[src/rtl/smoldvi_pkg.sv]
// smoldvi_pkg: shared constants and helpers for the smoldvi TMDS encoder.
// Holds the fixed control and TERC4 symbol tables, the symbol width and the
// default disparity counter width, plus a small popcount helper.
package smoldvi_pkg;

  localparam int TMDS_W         = 10;
  localparam int DISP_W_DEFAULT = 5;

  // Control symbols indexed by {c1,c0}; entry 0 is also the reset/idle symbol.
  localparam logic [3:0][TMDS_W-1:0] CTRL_SYM = {
    10'h2AB, 10'h154, 10'h0AB, 10'h354
  };

  // HDMI TERC4 data-island symbols indexed by the 4-bit aux nibble.
  localparam logic [15:0][TMDS_W-1:0] TERC4_SYM = {
    10'h2C3, 10'h163, 10'h271, 10'h28E,
    10'h2C6, 10'h19C, 10'h139, 10'h2CC,
    10'h13C, 10'h18E, 10'h11E, 10'h171,
    10'h2E2, 10'h2E4, 10'h263, 10'h29C
  };

  // Which of the three DC-balancing rules the video path applied this cycle.
  typedef enum logic [1:0] {
    ENC_BALANCED = 2'd0,
    ENC_INVERT   = 2'd1,
    ENC_PASS     = 2'd2
  } enc_case_e;

  // Number of set bits in a byte (0..8).
  function automatic logic [3:0] popcount8(input logic [7:0] v);
    logic [3:0] n;
    n = '0;
    for (int i = 0; i < 8; i++) begin
      n = n + {3'b000, v[i]};
    end
    return n;
  endfunction

endpackage

[src/rtl/smoldvi_tmds_qm.sv]
// smoldvi_tmds_qm: combinational TMDS transition-minimisation stage.
// Turns a video byte into the 9-bit q_m word (bit 8 flags XOR vs XNOR
// chaining) and reports how many ones sit in q_m[7:0].
module smoldvi_tmds_qm
  import smoldvi_pkg::*;
(
  input  logic [7:0] d_i,
  output logic [8:0] qm_o,
  output logic [3:0] n1q_o
);

  logic [3:0] n1d;
  logic       useXnor;
  logic [8:0] qm;

  // Pick XNOR chaining for ones-heavy bytes so the word has fewer transitions.
  always_comb begin
    n1d     = popcount8(d_i);
    useXnor = (n1d > 4'd4) || ((n1d == 4'd4) && !d_i[0]);
    qm      = '0;
    qm[0]   = d_i[0];
    for (int i = 1; i < 8; i++) begin
      qm[i] = useXnor ? ~(qm[i-1] ^ d_i[i]) : (qm[i-1] ^ d_i[i]);
    end
    qm[8]   = ~useXnor;
    qm_o    = qm;
    n1q_o   = popcount8(qm[7:0]);
  end

endmodule

[src/rtl/smoldvi_tmds_encode.sv]
// smoldvi_tmds_encode: one-lane DVI TMDS encoder, two-stage pipeline.
// Stage 1 registers the transition-minimised word; stage 2 applies running
// disparity balancing or emits a control symbol.
// Optional macro SMOLDVI_TMDS_TERC4_EN adds island/aux ports for HDMI
// data-island TERC4 symbols; the default build is a plain DVI encoder.
module smoldvi_tmds_encode
  import smoldvi_pkg::*;
#(
  parameter int DISP_W     = DISP_W_DEFAULT,
  parameter bit INVERT_OUT = 1'b0
) (
  input  logic              clk_pix,
  input  logic              rst_pix,
  input  logic              de,
  input  logic [7:0]        d,
  input  logic [1:0]        c,
`ifdef SMOLDVI_TMDS_TERC4_EN
  input  logic              island,
  input  logic [3:0]        aux,
`endif
  output logic [TMDS_W-1:0] q_out
);

  logic [8:0]        qm_d;
  logic [3:0]        n1q_d;

  logic [8:0]        qm_s1_q;
  logic [3:0]        n1q_s1_q;
  logic              de_s1_q;
  logic [1:0]        c_s1_q;
`ifdef SMOLDVI_TMDS_TERC4_EN
  logic              island_s1_q;
  logic [3:0]        aux_s1_q;
`endif

  logic [DISP_W-1:0] cnt_q;
  logic [DISP_W-1:0] cnt_d;
  logic [TMDS_W-1:0] sym_q;
  logic [TMDS_W-1:0] sym_d;

  logic [DISP_W-1:0] diff;
  logic [DISP_W-1:0] two;
  logic              cntZero;
  logic              cntNeg;
  logic              cntPos;
  enc_case_e         encCase;

  smoldvi_tmds_qm u_qm (
    .d_i   (d),
    .qm_o  (qm_d),
    .n1q_o (n1q_d)
  );

  // Stage 1: capture the minimised word and the side-band controls.
  always_ff @(posedge clk_pix) begin
    if (rst_pix) begin
      qm_s1_q     <= '0;
      n1q_s1_q    <= '0;
      de_s1_q     <= 1'b0;
      c_s1_q      <= '0;
`ifdef SMOLDVI_TMDS_TERC4_EN
      island_s1_q <= 1'b0;
      aux_s1_q    <= '0;
`endif
    end else begin
      qm_s1_q     <= qm_d;
      n1q_s1_q    <= n1q_d;
      de_s1_q     <= de;
      c_s1_q      <= c;
`ifdef SMOLDVI_TMDS_TERC4_EN
      island_s1_q <= island;
      aux_s1_q    <= aux;
`endif
    end
  end

  // Stage 2 next state: DC balancing for video, fixed symbols otherwise.
  // diff is n1q-n0q = 2*n1q-8, held in the counter's two's-complement width.
  always_comb begin
    diff    = (DISP_W'(n1q_s1_q) << 1) - DISP_W'(8);
    two     = DISP_W'(2);
    cntZero = (cnt_q == '0);
    cntNeg  = cnt_q[DISP_W-1];
    cntPos  = !cntNeg && !cntZero;
    encCase = ENC_PASS;
    sym_d   = CTRL_SYM[c_s1_q];
    cnt_d   = '0;

    if (cntZero || (n1q_s1_q == 4'd4)) begin
      encCase = ENC_BALANCED;
    end else if ((cntPos && (n1q_s1_q > 4'd4)) || (cntNeg && (n1q_s1_q < 4'd4))) begin
      encCase = ENC_INVERT;
    end

`ifdef SMOLDVI_TMDS_TERC4_EN
    if (island_s1_q) begin
      sym_d = TERC4_SYM[aux_s1_q];
      cnt_d = '0;
    end else
`endif
    if (de_s1_q) begin
      case (encCase)
        ENC_BALANCED: begin
          sym_d = {~qm_s1_q[8], qm_s1_q[8],
                   qm_s1_q[8] ? qm_s1_q[7:0] : ~qm_s1_q[7:0]};
          cnt_d = cnt_q + (qm_s1_q[8] ? diff : -diff);
        end
        ENC_INVERT: begin
          sym_d = {1'b1, qm_s1_q[8], ~qm_s1_q[7:0]};
          cnt_d = cnt_q + (qm_s1_q[8] ? two : '0) - diff;
        end
        default: begin
          sym_d = {1'b0, qm_s1_q[8], qm_s1_q[7:0]};
          cnt_d = cnt_q - (qm_s1_q[8] ? '0 : two) + diff;
        end
      endcase
    end else begin
      sym_d = CTRL_SYM[c_s1_q];
      cnt_d = '0;
    end
  end

  // Stage 2 registers: output symbol and running disparity.
  always_ff @(posedge clk_pix) begin
    if (rst_pix) begin
      sym_q <= CTRL_SYM[0];
      cnt_q <= '0;
    end else begin
      sym_q <= sym_d;
      cnt_q <= cnt_d;
    end
  end

  // Board-level P/N swap compensation, applied to every symbol including reset.
  assign q_out = sym_q ^ {TMDS_W{INVERT_OUT}};

endmodule

[config.mk]
export PLATFORM = sky130hd
export DESIGN_NAME = smoldvi_tmds_encode
export DESIGN_NICKNAME = d
export VERILOG_FILES = /design/src/rtl/smoldvi_pkg.sv /design/src/rtl/smoldvi_tmds_qm.sv /design/src/rtl/smoldvi_tmds_encode.sv
export SDC_FILE = /design/constraint.sdc
export NUM_CORES = 1
export LEC_CHECK = 0
export ABC_AREA = 1
export BUFFER_PORTS_ARGS = -buffer_cell sky130_fd_sc_hd__buf_4
export CAP_MARGIN = 20
export CORE_MARGIN = 1.5
export CORE_UTILIZATION = 25
export CTS_BUF_LIST = sky130_fd_sc_hd__clkbuf_8
export CTS_CLUSTER_DIAMETER = 200
export DETAILED_ROUTE_END_ITERATION = 7
export PLACE_DENSITY = 0.37
export SETUP_SLACK_MARGIN = 0.5
export SYNTH_ARGS = -nofsm -noshare
export SYNTH_HDL_FRONTEND = slang
export SYNTH_SLANG_ARGS = --single-unit
[constraint.sdc]
create_clock -name clk_pix -period 8 [get_ports clk_pix]
set_clock_uncertainty 0.1 [all_clocks]
set_input_delay 1.6 -clock clk_pix [delete_from_list [all_inputs] [get_ports clk_pix]]
set_output_delay 1.6 -clock clk_pix [all_outputs]
set_load 0.05 [all_outputs]
* Yosys cells after proc, flatten, opt, wreduce, memory -nomap -nowiden *
Index checks and enable logic that the tools add are counted.

word-level totals
  output and inout port bits = 10
  input bits = 13
  register bits after elaboration = 31
  word-level logic and storage cells = 83

operators by class
  equal/unequal tests = 3
  bitwise gates (word level) = 18
  mux-type cells = 18
  add/subtract/negate cells = 21
  reductions and logical operators = 13
  magnitude comparators = 4

operators by type and width
  operator               count
  $add A4 B1 Y4          12
  $bmux W10 S2           1
  $mux W10               2
  $pmux W10 S2           1
  $add A5 B5 Y5          2
  $not A1 Y1             10
  $pmux W5 S2            1
  $eq A4 B3 Y1 const B   2
  $gt A4 B3 Y1 const B   2
  $mux W2                4
  $mux W8                1
  $not A8 Y8             1
  $mux W1                7
  $xor A1 B1 Y1          7
  $add A5 B2 Y5          1
  $logic_not A5 Y1       1
  $mux W5                1
  $neg A5 Y5             1
  $sub A5 B2 Y5          1
  $sub A5 B4 Y5 const B  1
  $sub A5 B5 Y5          1
  $add A1 B1 Y2          2
  $logic_and A1 B1 Y1    4
  $lt A4 B3 Y1 const B   1
  6 further kinds        10

* Depth between registers and ports, before layout *
  word-level depth = 30
  depth in mapped cells = 23
  depth with buffers taken out = 23

* Hierarchy *
A second synthesis with hierarchy kept.

second synthesis, totals
  cells, all modules = 336
  area total of the unflattened synthesis = 2,439.8 um2

modules (own cells, without submodules)
  module               times used  sequential area each (um2)  area an instance (um2)  cells an instance
  smoldvi_tmds_encode  1           620.6                       1,829.3                 255
  smoldvi_tmds_qm      1           0.0                         610.6                   81

* Worst setup path after synthesis *
OpenSTA, ideal clock, no wires.

  path type = input -> register
  start = input port d[0]
  end = register n1q_s1_q[1]
  slack = 1,336 ps
  required time = 7,833 ps
  arrival = 6,497 ps
  buffers on the path = 0
  stages = 22
  setup time = 67 ps
  path through = ha_1 inv_1 fa_1 fa_1 inv_1 fa_1 fa_1 nor2_1 nand2_1 nand2_2 nand2_4 xor2_1 inv_1 ha_1 inv_1 fa_1 inv_1 fa_1 fa_1 inv_1 fa_1 nor2_1

on the way
  word-level cells in the longest chain between the ends = 30
  elaborated cells between the ends (all ways) = 40
  classes of those cells = 14 x add/sub; 1 x order compare; 1 x eq/ne; 7 x mux; 14 x bitwise; 3 x reduce/logical

ends and longest elaborated chain
  item                                                                    RTL line                   source
  start: declaration                                                      smoldvi_tmds_encode.sv:15  input logic [7:0] d,
  parallel branches: the longest is 10 deep, another holds $add A4 B1 Y4  -
  $mux W1 (*)                                                             smoldvi_tmds_qm.sv:23      qm[i] = useXnor ? ~(qm[i-1] ^ d_i[i]) : (qm[i-1] ^ d_i[i]);
  net qm_d[1]                                                             smoldvi_tmds_encode.sv:24  logic [8:0] qm_d;
  parallel branches: the longest is 18 deep, another holds $add A4 B1 Y4  -
  $add A4 B1 Y4 (*)                                                       smoldvi_pkg.sv:34          n = n + {3'b000, v[i]};
  end signal: assignment                                                  smoldvi_tmds_encode.sv:67  n1q_s1_q <= n1q_d;
  end: declaration                                                        smoldvi_tmds_encode.sv:28  logic [3:0] n1q_s1_q;

Mark *: on every way through the listed nets, which the timed path passes.
A chain may end at the register's enable or synchronous reset.

* Worst setup path after layout *
Same ends and word-level chain as after synthesis.

==> flow_metrics.tcl <==
set metrics [dict create \
    viasPerCell 3.97 \
    crit_family "adder cells" \
    leakage_nw 1.44 \
    required_ns 8.12 \
    cts_hold_buf 0 \
    drv_cap 0 \
    startpoint_type "input pin" \
    clk_pin_slew_ns 0.06 \
    yosysSeqAreaShare_pct 26.4 \
    fmax_mhz 148 \
    cp.arrival_ns 6.86 \
    die_area_um2 10000 \
    design_area_um2 2720 \
    finalHoldViolations 0 \
    path_class "in2reg" \
    vias 1795 \
    grt_pass1_wl_mm 8.57 \
    syn_avg_cell_area_um2 7.49 \
    power.density_nw_per_um2 328 \
    hpwlAfterDp_mm 4.17 \
    track_usage_pct 10.9 \
    startpoint "d[0]" \
    cts_setup_buffers 0 \
    final_util_pct 29.6 \
    first_global_vias 1823 \
    relSlewSlack_pct 67.7 \
    antenna_found_initial 0 \
    firstDrtPassIters 4 \
    clock_sinks 31 \
    rows 35 \
    grt_overflow 0 \
    ios 23 \
    rsz0062_at_grt "false" \
    path_max_fanout 5 \
    report.final.setup_viol 0 \
    syn_inst 314 \
    drv_slew 0 \
    ys_warn_count 0 \
    synth_fp_nets 363 \
    cts-resized-gates 0 \
    ant_nets 0 \
    clkLatencyLatePin_ns 0.28 \
    ys_ff_latch 31 \
    synth_area_um2 2350 \
    cts_max_level 2 \
    synth.top_cell.area_share_pct 26.4 \
    yosys.area.top_type "dfxtp_1" \
    cts_tree "done" \
    max_stage_delay_ns 0.51 \
    wl_mm 4.96 \
    initial_core_util_pct 25.6 \
    path_buf_inv 7 \
    drtIter0Drc 37 \
    final_nets 389 \
    coreArea_um2 9200 \
    irDropWorstVdd_mv 0.0698 \
    status "completed" \
    finalCritPeriodShare_pct 84.3 \
    fillers 1011 \
    crit_chain "buf_4, ha_1, inv_1, fa_1, fa_1, inv_1, fa_1, fa_1, nor2_1, nand2_1, nand2_2, nand2_4, xor2_1, inv_1, ha_1, inv_1, fa_1, inv_1, fa_1, fa_1, inv_1, fa_1, nor2_1" \
    area_growth_pct 15.9 \
    finalWeightedCongestion 0.735 \
    drc_errors 0 \
    r2r_setup_slack_ns 5.70 \
    placed_cell_area_um2 2640 \
    drive_gt1_share_pct 16.4 \
    max-clock-path-buffers 2 \
    hold_class "reg2reg" \
    worst_pin_slew_ns 0.480 \
    die_y_um 100 \
    cp_slowest_cell "fa_1" \
    r2r-start "qm_s1_q[8]$_SDFF_PP0_" \
    ys_types 30 \
    setup_tns_ns 0 \
    root_buffer "clkbuf_8" \
    min_period_ns 6.74 \
    whs_ns 0.343 \
    io_buffers 22 \
    avgRoutedWirePerCell_um 11.0 \
    cp-end-kind "flip-flop" \
    grt_max_degree 19 \
    n_antenna_cell 0 \
    synth_area_leaders "dfxtp_1 (26%), nand2_1 (13%), ha_1 (12%), fa_1 (11%), inv_1 (9.4%)" \
    crit_top_cell "fa_1" \
    die_width_um 100 \
    numCtsBuffers 5 \
]
## registers in the layout (all words and copies together) (netlist names), named ones only
name	count
q_out	10
qm_s1_q	9
cnt_q	4
n1q_s1_q	4
c_s1_q	2
de_s1_q	1
## where the power goes
group | switching (mW) | internal, mW
clock | 0.0569 | 0.0584
combinational | 0.353 | 0.220
sequential | 0.0216 | 0.183
total | 0.432 | 0.462
## layout by cell type (no fill, tap or decap), types with 2 or more instances in the layout
cell type / Yosys / layout
nand3_2: 2 / 2
nor2_2: 4 / 4
clkbuf_8: 0 / 5
xor2_1: 6 / 6
xnor2_1: 3 / 3
nand3b_1: 10 / 10
a21oi_1: 3 / 3
nor2_1: 28 / 28
inv_1: 59 / 61
nand2_4: 5 / 5
nand2_1: 79 / 79
nand3_1: 21 / 21
buf_4: 0 / 22
nand2_2: 7 / 7
inv_2: 5 / 5
fa_1: 13 / 13
dfxtp_1: 31 / 31
ha_1: 23 / 23
## cells in the mapped netlist (all sizes together)
master,n
a21boi,1
a21oi,4
buf,1
clkbuf,2
dfxtp,31
fa,13
ha,23
inv,65
nand2,92
nand3,23
nand3b,10
nor2,33
o211ai,1
o21ai,3
o21bai,1
o31ai,1
or2,1
xnor2,3
xor2,6
## cell type report
cell class	count	area (µm²)	share of cell area, %
multi-input combinational	215	1470	54.0
clock buffer	5	68.8	2.53
clock inverter	3	12.5	0.459
inverter	65	246	9.05
sequential	31	621	22.8
tap	111	139	5.10
timing repair buffer	22	165	6.06
## logic make-up after synthesis
kind of cell	share of synthesized area, %
flip-flops	26.4
adder cells (fa/ha/maj)	23.3
XOR/XNOR	3.35
buffers and inverters	11.0
AO/OA/AOI/OAI	3.41
AND/OR/NAND/NOR	32.5
## final timing paths
check / to / cells past startpoint
max reg2reg: cnt_q[3]$_SDFF_PP0_ / 9
min: flip-flop / 2
max: n1q_s1_q[1]$_SDFF_PP0_ / 23
min reg2reg: flip-flop / 2
## through the flow
stage | worst slack, ns | power (mW) | instances
after floorplan | 1.34 | 0.661 | 314
after global placement | 1.04 | 0.787 | 444
after detailed placement | 0.956 | 0.789 | 444
after CTS | 1.25 | 0.910 | 452
after global routing | 0.949 | 1.01 | 452
final | 1.26 | 0.894 | 452
## routing by layer
layer / routed length, µm / share of wire, % / track usage [%]
met1: 2650 / 53 / 15.5
met5: 0 / 0 / 0
met3: 77 / 1.6 / 1.53
met4: 73 / 1.5 / 3.90
met2: 2160 / 43 / 16.8
## tightest hold or removal path, cell delays in order, from the launching register on
cell and delay [ns]:
dfxtp_1 0.32, inv_1 0.05, nor2_1 0.03
(Power assumes the default switching activity.)
